[src/rtl/serial_addsub_if.sv]
// Operand/result bundle for serial_addsub.
// Master drives the request, slave returns status and result.
interface serial_addsub_if #(
  parameter int WIDTH = 8
);
  logic             start;
  logic             sub;
  logic             cin;
  logic [WIDTH-1:0] a;
  logic [WIDTH-1:0] b;
  logic             busy;
  logic             done;
  logic [WIDTH-1:0] sum;
  logic             cout;
  logic             ovf;

  modport master (
    output start, sub, cin, a, b,
    input  busy, done, sum, cout, ovf
  );

  modport slave (
    input  start, sub, cin, a, b,
    output busy, done, sum, cout, ovf
  );
endinterface

[src/rtl/serial_addsub.sv]
// Multi-cycle adder/subtractor, CHUNK bits per clock, LSB first.
// Subtraction is a + ~b + ~borrow through the same carry register.
module serial_addsub #(
  parameter int WIDTH = 8,
  parameter int CHUNK = 1
) (
  input  logic            clock,
  input  logic            resetn,
  serial_addsub_if.slave  bus
);
  localparam int N  = WIDTH / CHUNK;
  localparam int CW = $clog2(N + 1);
  localparam logic [CW-1:0] LAST = CW'(N - 1);

  typedef enum logic {
    IDLE,
    RUN
  } state_t;

  state_t           state_q, state_d;
  logic [WIDTH-1:0] a_q, a_d;
  logic [WIDTH-1:0] b_q, b_d;
  logic [WIDTH-1:0] res_q, res_d;
  logic [WIDTH-1:0] sum_q, sum_d;
  logic [CW-1:0]    cnt_q, cnt_d;
  logic             carry_q, carry_d;
  logic             cout_q, cout_d;
  logic             ovf_q, ovf_d;
  logic             done_q, done_d;

  logic [CHUNK:0]   slice;
  logic             c_msb;

  // Chunk adder; c_msb is the carry into the chunk's top bit
  always_comb begin
    slice = {1'b0, a_q[CHUNK-1:0]}
          + {1'b0, b_q[CHUNK-1:0]}
          + (CHUNK + 1)'(carry_q);
    c_msb = a_q[CHUNK-1] ^ b_q[CHUNK-1]
          ^ slice[CHUNK-1];
  end

  // Next-state: capture on start, shift one chunk per RUN cycle
  always_comb begin
    state_d = state_q;
    a_d     = a_q;
    b_d     = b_q;
    res_d   = res_q;
    sum_d   = sum_q;
    cnt_d   = cnt_q;
    carry_d = carry_q;
    cout_d  = cout_q;
    ovf_d   = ovf_q;
    done_d  = 1'b0;
    case (state_q)
      IDLE: begin
        if (bus.start) begin
          a_d     = bus.a;
          b_d     = bus.sub ? ~bus.b : bus.b;
          carry_d = bus.cin ^ bus.sub;
          cnt_d   = '0;
          res_d   = '0;
          state_d = RUN;
        end
      end
      RUN: begin
        res_d = res_q >> CHUNK;
        res_d[WIDTH-1 -: CHUNK] = slice[CHUNK-1:0];
        a_d     = a_q >> CHUNK;
        b_d     = b_q >> CHUNK;
        carry_d = slice[CHUNK];
        cnt_d   = cnt_q + 1'b1;
        if (cnt_q == LAST) begin
          sum_d   = res_d;
          cout_d  = slice[CHUNK];
          ovf_d   = c_msb ^ slice[CHUNK];
          done_d  = 1'b1;
          state_d = IDLE;
        end
      end
      default: state_d = IDLE;
    endcase
  end

  // State and datapath registers
  always_ff @(posedge clock or negedge resetn) begin
    if (!resetn) begin
      state_q <= IDLE;
      a_q     <= '0;
      b_q     <= '0;
      res_q   <= '0;
      sum_q   <= '0;
      cnt_q   <= '0;
      carry_q <= 1'b0;
      cout_q  <= 1'b0;
      ovf_q   <= 1'b0;
      done_q  <= 1'b0;
    end else begin
      state_q <= state_d;
      a_q     <= a_d;
      b_q     <= b_d;
      res_q   <= res_d;
      sum_q   <= sum_d;
      cnt_q   <= cnt_d;
      carry_q <= carry_d;
      cout_q  <= cout_d;
      ovf_q   <= ovf_d;
      done_q  <= done_d;
    end
  end

  assign bus.busy = (state_q == RUN);
  assign bus.done = done_q;
  assign bus.sum  = sum_q;
  assign bus.cout = cout_q;
  assign bus.ovf  = ovf_q;
endmodule
[src/flat_wrapper.sv]
// flat-port wrapper written by rule: the top's interface ports become plain ports
module serial_addsub_flat 
#(
  parameter int WIDTH = 8,
  parameter int CHUNK = 1
)
  (clock, resetn, bus_start, bus_sub, bus_cin, bus_a, bus_b, bus_busy, bus_done, bus_sum, bus_cout, bus_ovf);
  serial_addsub_if #(.WIDTH(WIDTH)) bus_i ();
  input  logic clock;
  input  logic resetn;
  input wire logic [$bits(bus_i.start)-1:0] bus_start;
  input wire logic [$bits(bus_i.sub)-1:0] bus_sub;
  input wire logic [$bits(bus_i.cin)-1:0] bus_cin;
  input wire logic [$bits(bus_i.a)-1:0] bus_a;
  input wire logic [$bits(bus_i.b)-1:0] bus_b;
  output wire logic [$bits(bus_i.busy)-1:0] bus_busy;
  output wire logic [$bits(bus_i.done)-1:0] bus_done;
  output wire logic [$bits(bus_i.sum)-1:0] bus_sum;
  output wire logic [$bits(bus_i.cout)-1:0] bus_cout;
  output wire logic [$bits(bus_i.ovf)-1:0] bus_ovf;
  assign bus_i.start = bus_start;
  assign bus_i.sub = bus_sub;
  assign bus_i.cin = bus_cin;
  assign bus_i.a = bus_a;
  assign bus_i.b = bus_b;
  assign bus_busy = bus_i.busy;
  assign bus_done = bus_i.done;
  assign bus_sum = bus_i.sum;
  assign bus_cout = bus_i.cout;
  assign bus_ovf = bus_i.ovf;
  serial_addsub #(.WIDTH(WIDTH), .CHUNK(CHUNK)) u_core (.clock(clock), .resetn(resetn), .bus(bus_i));
endmodule
[config.mk]
export PLATFORM = sky130hd
export DESIGN_NAME = serial_addsub_flat
export DESIGN_NICKNAME = d
export VERILOG_FILES = /design/src/rtl/serial_addsub_if.sv /design/src/rtl/serial_addsub.sv /design/src/flat_wrapper.sv
export SDC_FILE = /design/constraint.sdc
export NUM_CORES = 1
export LEC_CHECK = 0
export CAP_MARGIN = 20
export CORE_ASPECT_RATIO = 0.9
export CORE_MARGIN = 3
export CORE_UTILIZATION = 35
export CTS_CLUSTER_SIZE = 25
export DETAILED_ROUTE_END_ITERATION = 8
export HOLD_SLACK_MARGIN = 0.15
export PLACE_DENSITY = 0.68
export SETUP_SLACK_MARGIN = 0.02
export SYNTH_ARGS = -nofsm -noshare
export SYNTH_HDL_FRONTEND = slang
export SYNTH_SLANG_ARGS = --single-unit
[constraint.sdc]
create_clock -name clock -period 2.8 [get_ports clock]
set_input_delay 0.84 -clock clock [delete_from_list [all_inputs] [get_ports clock]]
set_output_delay 0.84 -clock clock [all_outputs]
set_load 0.05 [all_outputs]
==> implementation parameters, run 1 <==
Parameter                              Value

Pwr
  Sum of internal, switching and leakage power ... 2.37 mW
  Largest vdd supply drop ... 0.000485 V
  Fraction of power spent switching nets ... 0.384
  Power density over the cells ... 1030 nW/um2
  Sw Pwr ... 0.909 mW
  Proportion of power drawn by combinational gates ... 0.432
  Leakage ... 1.07 nW
  Clk network pwr share ... 0.162
  Sequential fraction of design power ... 0.406
  Internal power ... 1.46 mW

Worst setup path
  Critical Path AT ... 1450 ps
  Worst path required time ... 1960 ps
  Launching instance or port of the critical path ... u_core.bus.sum[5]
  Startpoint of the worst register-to-register path ... u_core.b_q[0]
  Buffers and inverters on the worst path ... 1
  Cell type group with the largest total delay on the critical path ... buffers and inverters
  Kind of capture point of the worst setup path ... output pin
  Critical path start-end classification ... flop to output pin
  Crit path max fanout ... 2
  Slowest stage cell on the critical path ... sky130_fd_sc_hd__clkdlybuf4s50_1
  Max incr delay on CP ... 800 ps
  CP cell instances ... clkdlybuf4s50_1
  Kind of start point of the critical path ... flop

CTS
  Maximum number of buffers from clock root to sink ... 2
  Post-CTS repair timing setup buffer count ... 0
  Cts hold-fix bufs ... 0
  Number of H-tree branching levels ... 2
  Total CTS buffers ... 5
  Clock root buffer ... sky130_fd_sc_hd__clkbuf_8
  Clock transition time at the flip-flop clock pins of the worst setup and hold paths ... 70 ps
  Clk sinks ... 40
  CTS tree ... yes
  Clock network latency to the later pin of the worst-skew pair ... 280 ps
  Number of gates given a new drive strength after cts ... 0

Routing
  Drt via density ... 4.68
  Number of iterations in the first detailed-routing pass ... 4
  Vias ... 1199
  Average wire per cell in the routed design ... 12.1 um
  Remaining number of nets flagged by the antenna check after routing ... 0
  Initial DRC count ... 48
  Number of remaining DRC errors ... 0
  Routed wire length ... 3100 um

Finish
  Cell area after layout ... 2310 um2
  Area of all sequential standard cells ... 1000 um2
  Final-layout fill cell count ... 486
  Non-Filler Instances ... 256
  Multi-input logic area ... 758 um2
  Final core utilization ... 0.465
  Share of layout cells above drive strength 1 ... 0.0995
  Area Growth Syn to Fin ... 25.7%
  Total Nets Final ... 213
  Antenna Diode Count ... 0

Logic synthesis
  Nets in the synthesized netlist ... 181
  Most frequently used flop master after synthesis ... sky130_fd_sc_hd__dfrtp_1
  Ys async rst share ... 1.00
  Dominant cells by area after synthesis ... sky130_fd_sc_hd__dfrtp_1 55%, sky130_fd_sc_hd__mux2i_1 10%, sky130_fd_sc_hd__o21ai_0 6.0%
  Portion of the post-synthesis area used by sequential elements ... 0.546
  Most frequent cell after synthesis ... sky130_fd_sc_hd__dfrtp_1
  Post-synthesis instance total ... 158
  Post-synth EDFFs ... 0
  Synth cell types ... 21
  Total standard cell area after synthesis ... 1830 um2
  Average size of a mapped cell ... 11.6 um2
  Fraction of synthesized cell area taken by the top area cell type ... 0.546
  Flop and latch count out of synthesis ... 40
  Top cells by count, synth ... 40 x sky130_fd_sc_hd__dfrtp_1, 22 x sky130_fd_sc_hd__nand2_1, 22 x sky130_fd_sc_hd__o21ai_0
  Warnings from Yosys ... 0
  Cell accounting for the most synthesized area ... sky130_fd_sc_hd__dfrtp_1

Place
  Port Buf Inserts ... 32
  Post-DP HPWL ... 2150 um
  Placed cells ... 248
  Post-Place Cell Area ... 2220 um2
  Routability-driven placement congestion ratio ... 0.706

Die
  Chip Width ... 82.3 um
  Std-Cell Core Area ... 4950 um2
  Die footprint ... 6150 um2
  Number of top-level design ports ... 33
  Starting utilization of the core area ... 0.370
  Std cell rows ... 24
  Height of the die ... 74.7 um

Timing
  Actual slew at the worst max-slew pin ... 875 ps
  Max Transition Viols Final ... 0
  Share of the clock period used by the worst path ... 0.817
  Final hold violation count ... 0
  Tmin final ... 2290 ps
  Setup-failing EPs final ... 0
  RSZ-0062 raised after global routing ... no
  Timing-limited maximum frequency ... 0.437 GHz
  Fin Setup TNS ... 0 ps
  Clock skew ... 2.03 ps
  Worst max-slew margin expressed relative to the limit ... 0.417

Global routing
  Antenna violations before repair ... 0
  Number of global-route vias before repair ... 1206
  Largest net degree at the start of global routing ... 49
  Global-route wire length before repair ... 5400 um
  Leftover overflow at the end of global routing ... 0
  Global router's overall resource usage ... 0.117

Worst hold path
  Startpoint of the most critical hold path ... u_core.bus.cout
  Min-Delay Path Class ... flop to flop

Run
  Maxcap violations ... 0

Run status
  Outcome ... complete, no violations
[per-layer routing]
layer  wire (um)  up-vias  share of wire  global-route usage
li1            -      590              -                   -
met1        1500      569           0.48               0.149
met3         160        5          0.052              0.0407
met5           0        -              0                   0
met2        1400       35           0.45               0.184
met4          43        0          0.014              0.0424
[cell families (layout without fill, tap and decap cells)]
family / count (synthesis) / in the layout / synth area share
buffers and inverters: 14 / 47 / 0.0409
and+or+nand+nor: 35 / 35 / 0.0928
AOI/OAI and AO/OA: 27 / 27 / 0.0832
muxes: 26 / 26 / 0.153
xor gates and xnor gates: 14 / 14 / 0.0668
DFF: 40 / 40 / 0.546
adders and majority gates: 2 / 2 / 0.0177
[power by group through the flow]
stage / Combinational, mW / Sequential [mW] / Clock, mW
floorplan: 0.533 / 1.17 / 0
global placement: 1.01 / 0.966 / 0
detailed placement: 1.03 / 0.969 / 0
CTS: 1.03 / 0.962 / 0.400
global route: 1.13 / 0.995 / 0.423
finish: 1.02 / 0.960 / 0.384
[metrics by stage]
| stage | hold slack (ps) | setup slack, ps |
|---|---|---|
| after floorplan | 452 | 1220 |
| after global placement | 466 | 657 |
| after detailed placement | 473 | 609 |
| after CTS | 493 | 509 |
| after global routing | 510 | 465 |
| final | 487 | 514 |
[placed cells by master, fill, tap and decap left out]
master / Yosys / layout
sky130_fd_sc_hd__a211oi_1: 1 / 1
sky130_fd_sc_hd__a22o_1: 4 / 4
sky130_fd_sc_hd__buf_12: 0 / 2
sky130_fd_sc_hd__buf_2: 6 / 1
sky130_fd_sc_hd__buf_4: 2 / 2
sky130_fd_sc_hd__clkbuf_1: 1 / 2
sky130_fd_sc_hd__clkbuf_8: 0 / 6
sky130_fd_sc_hd__clkdlybuf4s50_1: 0 / 30
sky130_fd_sc_hd__dfrtp_1: 40 / 40
sky130_fd_sc_hd__fa_1: 1 / 1
sky130_fd_sc_hd__ha_1: 1 / 1
sky130_fd_sc_hd__inv_1: 4 / 4
sky130_fd_sc_hd__mux2_2: 4 / 4
sky130_fd_sc_hd__mux2_4: 3 / 3
sky130_fd_sc_hd__mux2i_1: 19 / 19
sky130_fd_sc_hd__nand2_1: 22 / 22
sky130_fd_sc_hd__nand2b_1: 7 / 7
sky130_fd_sc_hd__nand3_1: 1 / 1
sky130_fd_sc_hd__nand4b_4: 1 / 1
sky130_fd_sc_hd__nor2_1: 4 / 4
sky130_fd_sc_hd__o21ai_0: 22 / 22
sky130_fd_sc_hd__xnor2_1: 5 / 5
sky130_fd_sc_hd__xor2_1: 9 / 9
[path summary, 6_finish.rpt]
kind                                endpoint  slack, ps  cells after the start
setup / recovery                  bus_sum[5]        510                      1
hold / removal               u_core.bus.cout        490                      2
setup reg to reg              u_core.bus.ovf       1280                      5
hold reg to reg              u_core.bus.cout        490                      2
max in group asynchronous    u_core.bus.cout       1590                      1
min in group asynchronous  u_core.bus.sum[0]        670                      1
[cell type report]
type	count	area share
Multi-Input combinational cell	104	0.329
Timing Repair Buffer	35	0.156
Tap cell	65	0.0353
Sequential cell	40	0.434
Clock buffer	8	0.0391
Inverter	4	0.00651
[state kept, by name, summed over array words and instances, names as in the netlist]
signal and flops:
u_core.bus.busy 1, u_core.carry_q 1, u_core.res_q 7, u_core.bus.done 1, u_core.bus.ovf 1, u_core.b_q 8, u_core.a_q 8, u_core.bus.cout 1
u_core.bus.sum 8, u_core.cnt_q 4
No activity file was read; power rests on OpenSTA's default activity.
==> inputs of run 2 (changes only) <==
- PLACE_DENSITY: 0.68 -> 0.7
- clock period: 2.8 -> 2.1 ns (I/O delays scaled with it)
==> run 2 against run 1 <==
Against the previous run: core utilization rose by 0.63 points; global-route usage rose by 0.46 points; critical endpoint is now bus_done; final area increased by 1.4%; count of clock-buffer cells in the layout fell by 1; die area stayed put.
==> implementation parameters, run 2 (synthesis gave the netlist of run 1 again) <==
Parameter                              Value

Timing
  Setup-failing EPs final ... 0 (unchanged)
  Timing-limited maximum frequency ... 0.492 GHz
  Actual slew at the worst max-slew pin ... 579 ps (-296 ps)
  Final hold violation count ... 0 (unchanged)
  RSZ-0062 raised after global routing ... no
  Tmin final ... 2030 ps
  Fin Setup TNS ... 0 ps (unchanged)
  Share of the clock period used by the worst path ... 0.968
  Clock skew ... 3.96 ps (+1.93 ps)
  Max Transition Viols Final ... 0 (unchanged)
  Worst max-slew margin expressed relative to the limit ... 0.614 (+0.197)

Global routing
  Largest net degree at the start of global routing ... 22 (-55%)
  Antenna violations before repair ... 0 (unchanged)
  Leftover overflow at the end of global routing ... 0 (unchanged)
  Number of global-route vias before repair ... 1181 (-2.1%)
  Global-route wire length before repair ... 5530 um (+2.3%)
  Global router's overall resource usage ... 0.121 (+0.00456)

Routing
  Drt via density ... 4.64 (-0.94%)
  Highest routing layer actually used ... met4
  Met3 layer wire length in the routed design ... 182 um (+14%)
  Average wire per cell in the routed design ... 12.2 um (+0.47%)
  Sum of routed wire segments on met1 ... 1530 um (+1.8%)
  Number of remaining DRC errors ... 0 (unchanged)
  Length of routed met2 wiring ... 1370 um (-2.5%)
  Remaining number of nets flagged by the antenna check after routing ... 0 (unchanged)
  Initial DRC count ... 47 (-2.1%)
  Number of iterations in the first detailed-routing pass ... 4 (unchanged)
  Routed wire length ... 3140 um (+1.3%)
  Vias ... 1197 (-0.17%)

Worst setup path
  Kind of start point of the critical path ... flop
  Critical Path AT ... 1400 ps (-50 ps)
  Startpoint of the worst register-to-register path ... u_core.bus.busy
  Kind of capture point of the worst setup path ... output pin
  Launching instance or port of the critical path ... u_core.bus.done
  FF-to-FF End ... u_core.bus.sum[5]
  Path depth of the worst reg2reg path ... 2 (-3)
  Crit path max fanout ... 1 (-1)
  Max incr delay on CP ... 790 ps (about the same)
  Critical path start-end classification ... flop to output pin
  Buffers and inverters on the worst path ... 1 (unchanged)
  CP cell instances ... clkdlybuf4s50_1
  Worst path required time ... 1470 ps (-490 ps)
  Total stage count of the critical path ... 1 (unchanged)
  Cell type group with the largest total delay on the critical path ... buffers and inverters
  Reg2reg setup slack ... 560 ps (-720 ps)
  Slowest stage cell on the critical path ... sky130_fd_sc_hd__clkdlybuf4s50_1
  Capturing element of the worst setup path ... bus_done

Finish
  Final core utilization ... 0.472 (+0.00631)
  Most common cell after layout, fill and taps aside ... sky130_fd_sc_hd__dfrtp_1
  Total Nets Final ... 215 (+0.94%)
  Area Growth Syn to Fin ... 27.4%
  Top library cells by usage in the layout, fill and taps aside ... 40 x sky130_fd_sc_hd__dfrtp_1, 22 x sky130_fd_sc_hd__nand2_1, 22 x sky130_fd_sc_hd__o21ai_0, 20 x sky130_fd_sc_hd__clkdlybuf4s50_1, 19 x sky130_fd_sc_hd__mux2i_1
  Antenna Diode Count ... 0 (unchanged)
  Share of layout cells above drive strength 1 ... 0.166 (+0.0663)
  Cell area after layout ... 2340 um2 (+1.4%)

Die
  Number of top-level design ports ... 33 (unchanged)
  Chip Width ... 82.3 um (unchanged)
  Starting utilization of the core area ... 0.370 (unchanged)
  Height of the die ... 74.7 um (unchanged)
  Die footprint ... 6150 um2 (unchanged)
  Std cell rows ... 24 (unchanged)
  Std-Cell Core Area ... 4950 um2 (unchanged)

CTS
  Clock network latency to the later pin of the worst-skew pair ... 290 ps (about the same)
  Post-CTS repair timing setup buffer count ... 0 (unchanged)
  Clock root buffer ... sky130_fd_sc_hd__clkbuf_8
  Total CTS buffers ... 5 (unchanged)
  Number of gates given a new drive strength after cts ... 0 (unchanged)
  Cts hold-fix bufs ... 0 (unchanged)
  Clock transition time at the flip-flop clock pins of the worst setup and hold paths ... 70 ps (about the same)
  CTS tree ... yes
  Clk sinks ... 40 (unchanged)
  Maximum number of buffers from clock root to sink ... 2 (unchanged)
  Number of H-tree branching levels ... 2 (unchanged)

Place
  Port Buf Inserts ... 32 (unchanged)
  Post-Place Cell Area ... 2210 um2 (-0.34%)
  Routability-driven placement congestion ratio ... 0.733 (+3.8%)
  Post-DP HPWL ... 2250 um (+4.7%)

Pwr
  Leakage ... 1.12 nW (+5.3%)
  Power density over the cells ... 1420 nW/um2 (+38%)
  Largest vdd supply drop ... 0.000541 V (+12%)

Run status
  Outcome ... complete, no violations

Worst hold path
  Min-Delay Path Class ... input pin to asynchronous set/reset pin

Run
  Maxcap violations ... 0 (unchanged)
-- run 2: cell count changes in the layout (fill, tap and decap cells not counted) --
| cell | previous run | this run |
|---|---|---|
| sky130_fd_sc_hd__clkbuf_1 | 2 | 0 |
| sky130_fd_sc_hd__clkbuf_8 | 6 | 7 |
| sky130_fd_sc_hd__clkdlybuf4s50_1 | 30 | 20 |
| sky130_fd_sc_hd__buf_4 | 2 | 13 |
| sky130_fd_sc_hd__dlymetal6s2s_1 | 0 | 1 |
| sky130_fd_sc_hd__bufinv_16 | 0 | 1 |
-- run 2: routing by layer --
metal / up-vias / track usage
met5: - / 0
met4: 0 / 0.0664
met3: 7 / 0.0323
met2: 32 / 0.174
met1: 559 / 0.167
li1: 599 / -
-- run 2: worst min path at each step --
stage                  start                end  slack (ps)  cells after the start
3_3_place_gp   u_core.a_q[6]      u_core.a_q[5]         470                      2
6_report              resetn  u_core.bus.sum[1]         290                      1
4_1_cts               resetn  u_core.bus.sum[3]         290                      1
5_1_grt               resetn    u_core.res_q[4]         310                      1
2_1_floorplan         resetn      u_core.a_q[0]         330                      0
3_5_place_dp   u_core.a_q[3]      u_core.a_q[2]         470                      2
-- run 2: final cells by class --
cell class | instances | area (um2)
multi-input cells | 104 | 758
fillers | 477 | 2620
clock inverters | 1 | 30.0
flip-flops and latches | 40 | 1000
clock buffers | 7 | 96.3
repair buffers | 37 | 355
well taps | 65 | 81.3
inverters | 4 | 15.0
-- run 2: power by group --
part | internal [mW] | switching (mW) | leakage, nW | total (mW)
sequential | 1.07 | 0.237 | 0.521 | 1.31
clock | 0.419 | 0.266 | 0.0645 | 0.685
combinational | 0.593 | 0.730 | 0.537 | 1.32
-- run 2: stage by stage --
stage	hold WS, ps	cells	setup WS (ps)	total power [mW]
3_5_place_dp	468	250	134	2.66
6_report	285	258	68.0	3.32
3_3_place_gp	467	250	190	2.63
5_1_grt	309	258	28.9	3.55
2_1_floorplan	334	158	635	2.26
4_1_cts	294	258	22.3	3.36
==> inputs of run 3 (changes only) <==
- CTS_CLUSTER_DIAMETER: unset -> 50
- PLACE_DENSITY: 0.7 -> 0.68
- clock period: 2.1 -> 2.55 ns (I/O delays scaled with it)
==> run 3 against run 2 <==
Against the previous run: global-route usage shrank 0.14 points; sequential share of layout area down 0.32 points; total power down 19%; clock power is 24% lower; critical endpoint is now bus_sum[1]; largest cell class unchanged.
==> implementation parameters, run 3 (synthesis gave the netlist of run 1 again) <==
Parameter                              Value

Pwr
  Leakage ... 1.09 nW (-2.6%)
  Power density over the cells ... 1150 nW/um2 (-19%)
  Sum of internal, switching and leakage power ... 2.70 mW (-19%)
  Largest vdd supply drop ... 0.000536 V (-1.0%)

Worst setup path
  Path depth of the worst reg2reg path ... 5 (+3)
  Startpoint of the worst register-to-register path ... u_core.b_q[0]
  Reg2reg setup slack ... 1070 ps (+510 ps)
  Critical Path AT ... 1450 ps (+50 ps)
  FF-to-FF End ... u_core.bus.ovf
  Worst path required time ... 1790 ps (+320 ps)
  Kind of start point of the critical path ... flop
  Slowest stage cell on the critical path ... sky130_fd_sc_hd__clkdlybuf4s50_1
  Max incr delay on CP ... 800 ps (about the same)
  Critical path start-end classification ... flop to output pin
  Buffers and inverters on the worst path ... 1 (unchanged)
  CP cell instances ... clkdlybuf4s50_1
  Kind of capture point of the worst setup path ... output pin
  Crit path max fanout ... 2 (+1)
  Cell type group with the largest total delay on the critical path ... buffers and inverters

Routing
  Remaining number of nets flagged by the antenna check after routing ... 0 (unchanged)
  Number of remaining DRC errors ... 0 (unchanged)
  Initial DRC count ... 38 (-19%)
  Average wire per cell in the routed design ... 12.0 um (-1.3%)
  Number of iterations in the first detailed-routing pass ... 4 (unchanged)
  Drt via density ... 4.64 (about the same)
  Vias ... 1202 (+0.42%)
  Routed wire length ... 3120 um (-0.89%)

Global routing
  Antenna violations before repair ... 0 (unchanged)
  Global-route wire length before repair ... 5620 um (+1.6%)
  Number of global-route vias before repair ... 1266 (+7.2%)
  Global router's overall resource usage ... 0.120 (-0.00137)
  Leftover overflow at the end of global routing ... 0 (unchanged)
  Largest net degree at the start of global routing ... 34 (+55%)

Timing
  RSZ-0062 raised after global routing ... no
  Worst max-slew margin expressed relative to the limit ... 0.638 (+0.0240)
  Setup-failing EPs final ... 0 (unchanged)
  Worst Setup Slack, final ... 331 ps (+263 ps)
  Share of the clock period used by the worst path ... 0.870
  Fin Setup TNS ... 0 ps (unchanged)
  Tmin final ... 2220 ps
  Max Transition Viols Final ... 0 (unchanged)
  Actual slew at the worst max-slew pin ... 544 ps (-36.0 ps)
  Timing-limited maximum frequency ... 0.451 GHz
  Final hold violation count ... 0 (unchanged)
  Tightest hold margin ... 442 ps (+157 ps)
  Clock skew ... 11.8 ps (+7.86 ps)

CTS
  Number of gates given a new drive strength after cts ... 0 (unchanged)
  Cts hold-fix bufs ... 0 (unchanged)
  Clock root buffer ... sky130_fd_sc_hd__clkbuf_8
  Post-CTS repair timing setup buffer count ... 0 (unchanged)
  Total CTS buffers ... 5 (unchanged)
  CTS tree ... yes
  Maximum number of buffers from clock root to sink ... 2 (unchanged)
  Number of H-tree branching levels ... 2 (unchanged)
  Clock transition time at the flip-flop clock pins of the worst setup and hold paths ... 90 ps (+20 ps)
  Clock network latency to the later pin of the worst-skew pair ... 290 ps (about the same)
  Clk sinks ... 40 (unchanged)

Die
  Die footprint ... 6150 um2 (unchanged)
  Chip Width ... 82.3 um (unchanged)
  Std cell rows ... 24 (unchanged)
  Number of top-level design ports ... 33 (unchanged)
  Starting utilization of the core area ... 0.370 (unchanged)
  Height of the die ... 74.7 um (unchanged)
  Std-Cell Core Area ... 4950 um2 (unchanged)

Finish
  Top library cells by usage in the layout, fill and taps aside ... 40 x sky130_fd_sc_hd__dfrtp_1, 30 x sky130_fd_sc_hd__clkdlybuf4s50_1, 22 x sky130_fd_sc_hd__nand2_1, 22 x sky130_fd_sc_hd__o21ai_0, 19 x sky130_fd_sc_hd__mux2i_1
  Antenna Diode Count ... 0 (unchanged)
  Multi-input logic area ... 758 um2 (unchanged)
  Most common cell after layout, fill and taps aside ... sky130_fd_sc_hd__dfrtp_1
  Area Growth Syn to Fin ... 28.4%
  Final-layout fill cell count ... 458 (-4.0%)
  Total Nets Final ... 216 (+0.47%)
  Final core utilization ... 0.475 (+0.00354)
  Area of all sequential standard cells ... 1000 um2 (unchanged)
  Share of layout cells above drive strength 1 ... 0.124 (-0.0421)

Run
  Maxcap violations ... 0 (unchanged)

Worst hold path
  Min-Delay Path Class ... input pin to asynchronous set/reset pin

Place
  Routability-driven placement congestion ratio ... 0.673 (-8.1%)
  Post-DP HPWL ... 2210 um (-1.6%)
  Port Buf Inserts ... 32 (unchanged)
  Pre-CTS setup slack ... 425 ps (+291 ps)

Run status
  Outcome ... complete, no violations
==> run 3: changes by cell type in the layout (fill, tap and decap cells not counted) <==
cell	change
sky130_fd_sc_hd__buf_4	-8
sky130_fd_sc_hd__clkbuf_8	-2
sky130_fd_sc_hd__clkdlybuf4s50_1	+10
sky130_fd_sc_hd__clkinv_4	+2
sky130_fd_sc_hd__dlymetal6s2s_1	-1
==> run 3: routing by layer <==
layer | wire length (um) | global-route usage | vias to the layer above
met5 | 0 | 0 | -
li1 | - | - | 595
met2 | 1410 | 0.191 | 32
met3 | 161 | 0.0323 | 7
met4 | 46 | 0.0517 | 0
met1 | 1490 | 0.154 | 568
==> run 3: per-stage QoR <==
step / std cells / area, um2
after global placement: 251 / 2240
final: 259 / 2350
after CTS: 259 / 2350
after detailed placement: 251 / 2240
after global routing: 259 / 2350
after floorplan: 158 / 1830
==> run 3: layout make-up <==
cell class                 instances  area share
tap                               65      0.0345
clock inverter                     3      0.0202
multi-input combinational        104       0.322
clock buffer                       5      0.0292
timing repair buffer              38       0.163
inverter                           4     0.00638
sequential                        40       0.425
==> run 3: worst max path at each step <==
stage	startpoint	endpoint	cells after the start
after floorplan	bus_start	u_core.a_q[3]	4
after global placement	bus_start	u_core.b_q[6]	4
after detailed placement	bus_sub	u_core.b_q[6]	4
after CTS	u_core.bus.sum[1]	bus_sum[1]	1
after global routing	u_core.bus.sum[1]	bus_sum[1]	1
final	u_core.bus.sum[1]	bus_sum[1]	1
==> run 3: power breakdown <==
group,switching (mW),leakage [nW],internal [mW]
clock,0.229,0.0583,0.295
combinational,0.632,0.513,0.508
sequential,0.156,0.521,0.882
total,1.02,1.09,1.69
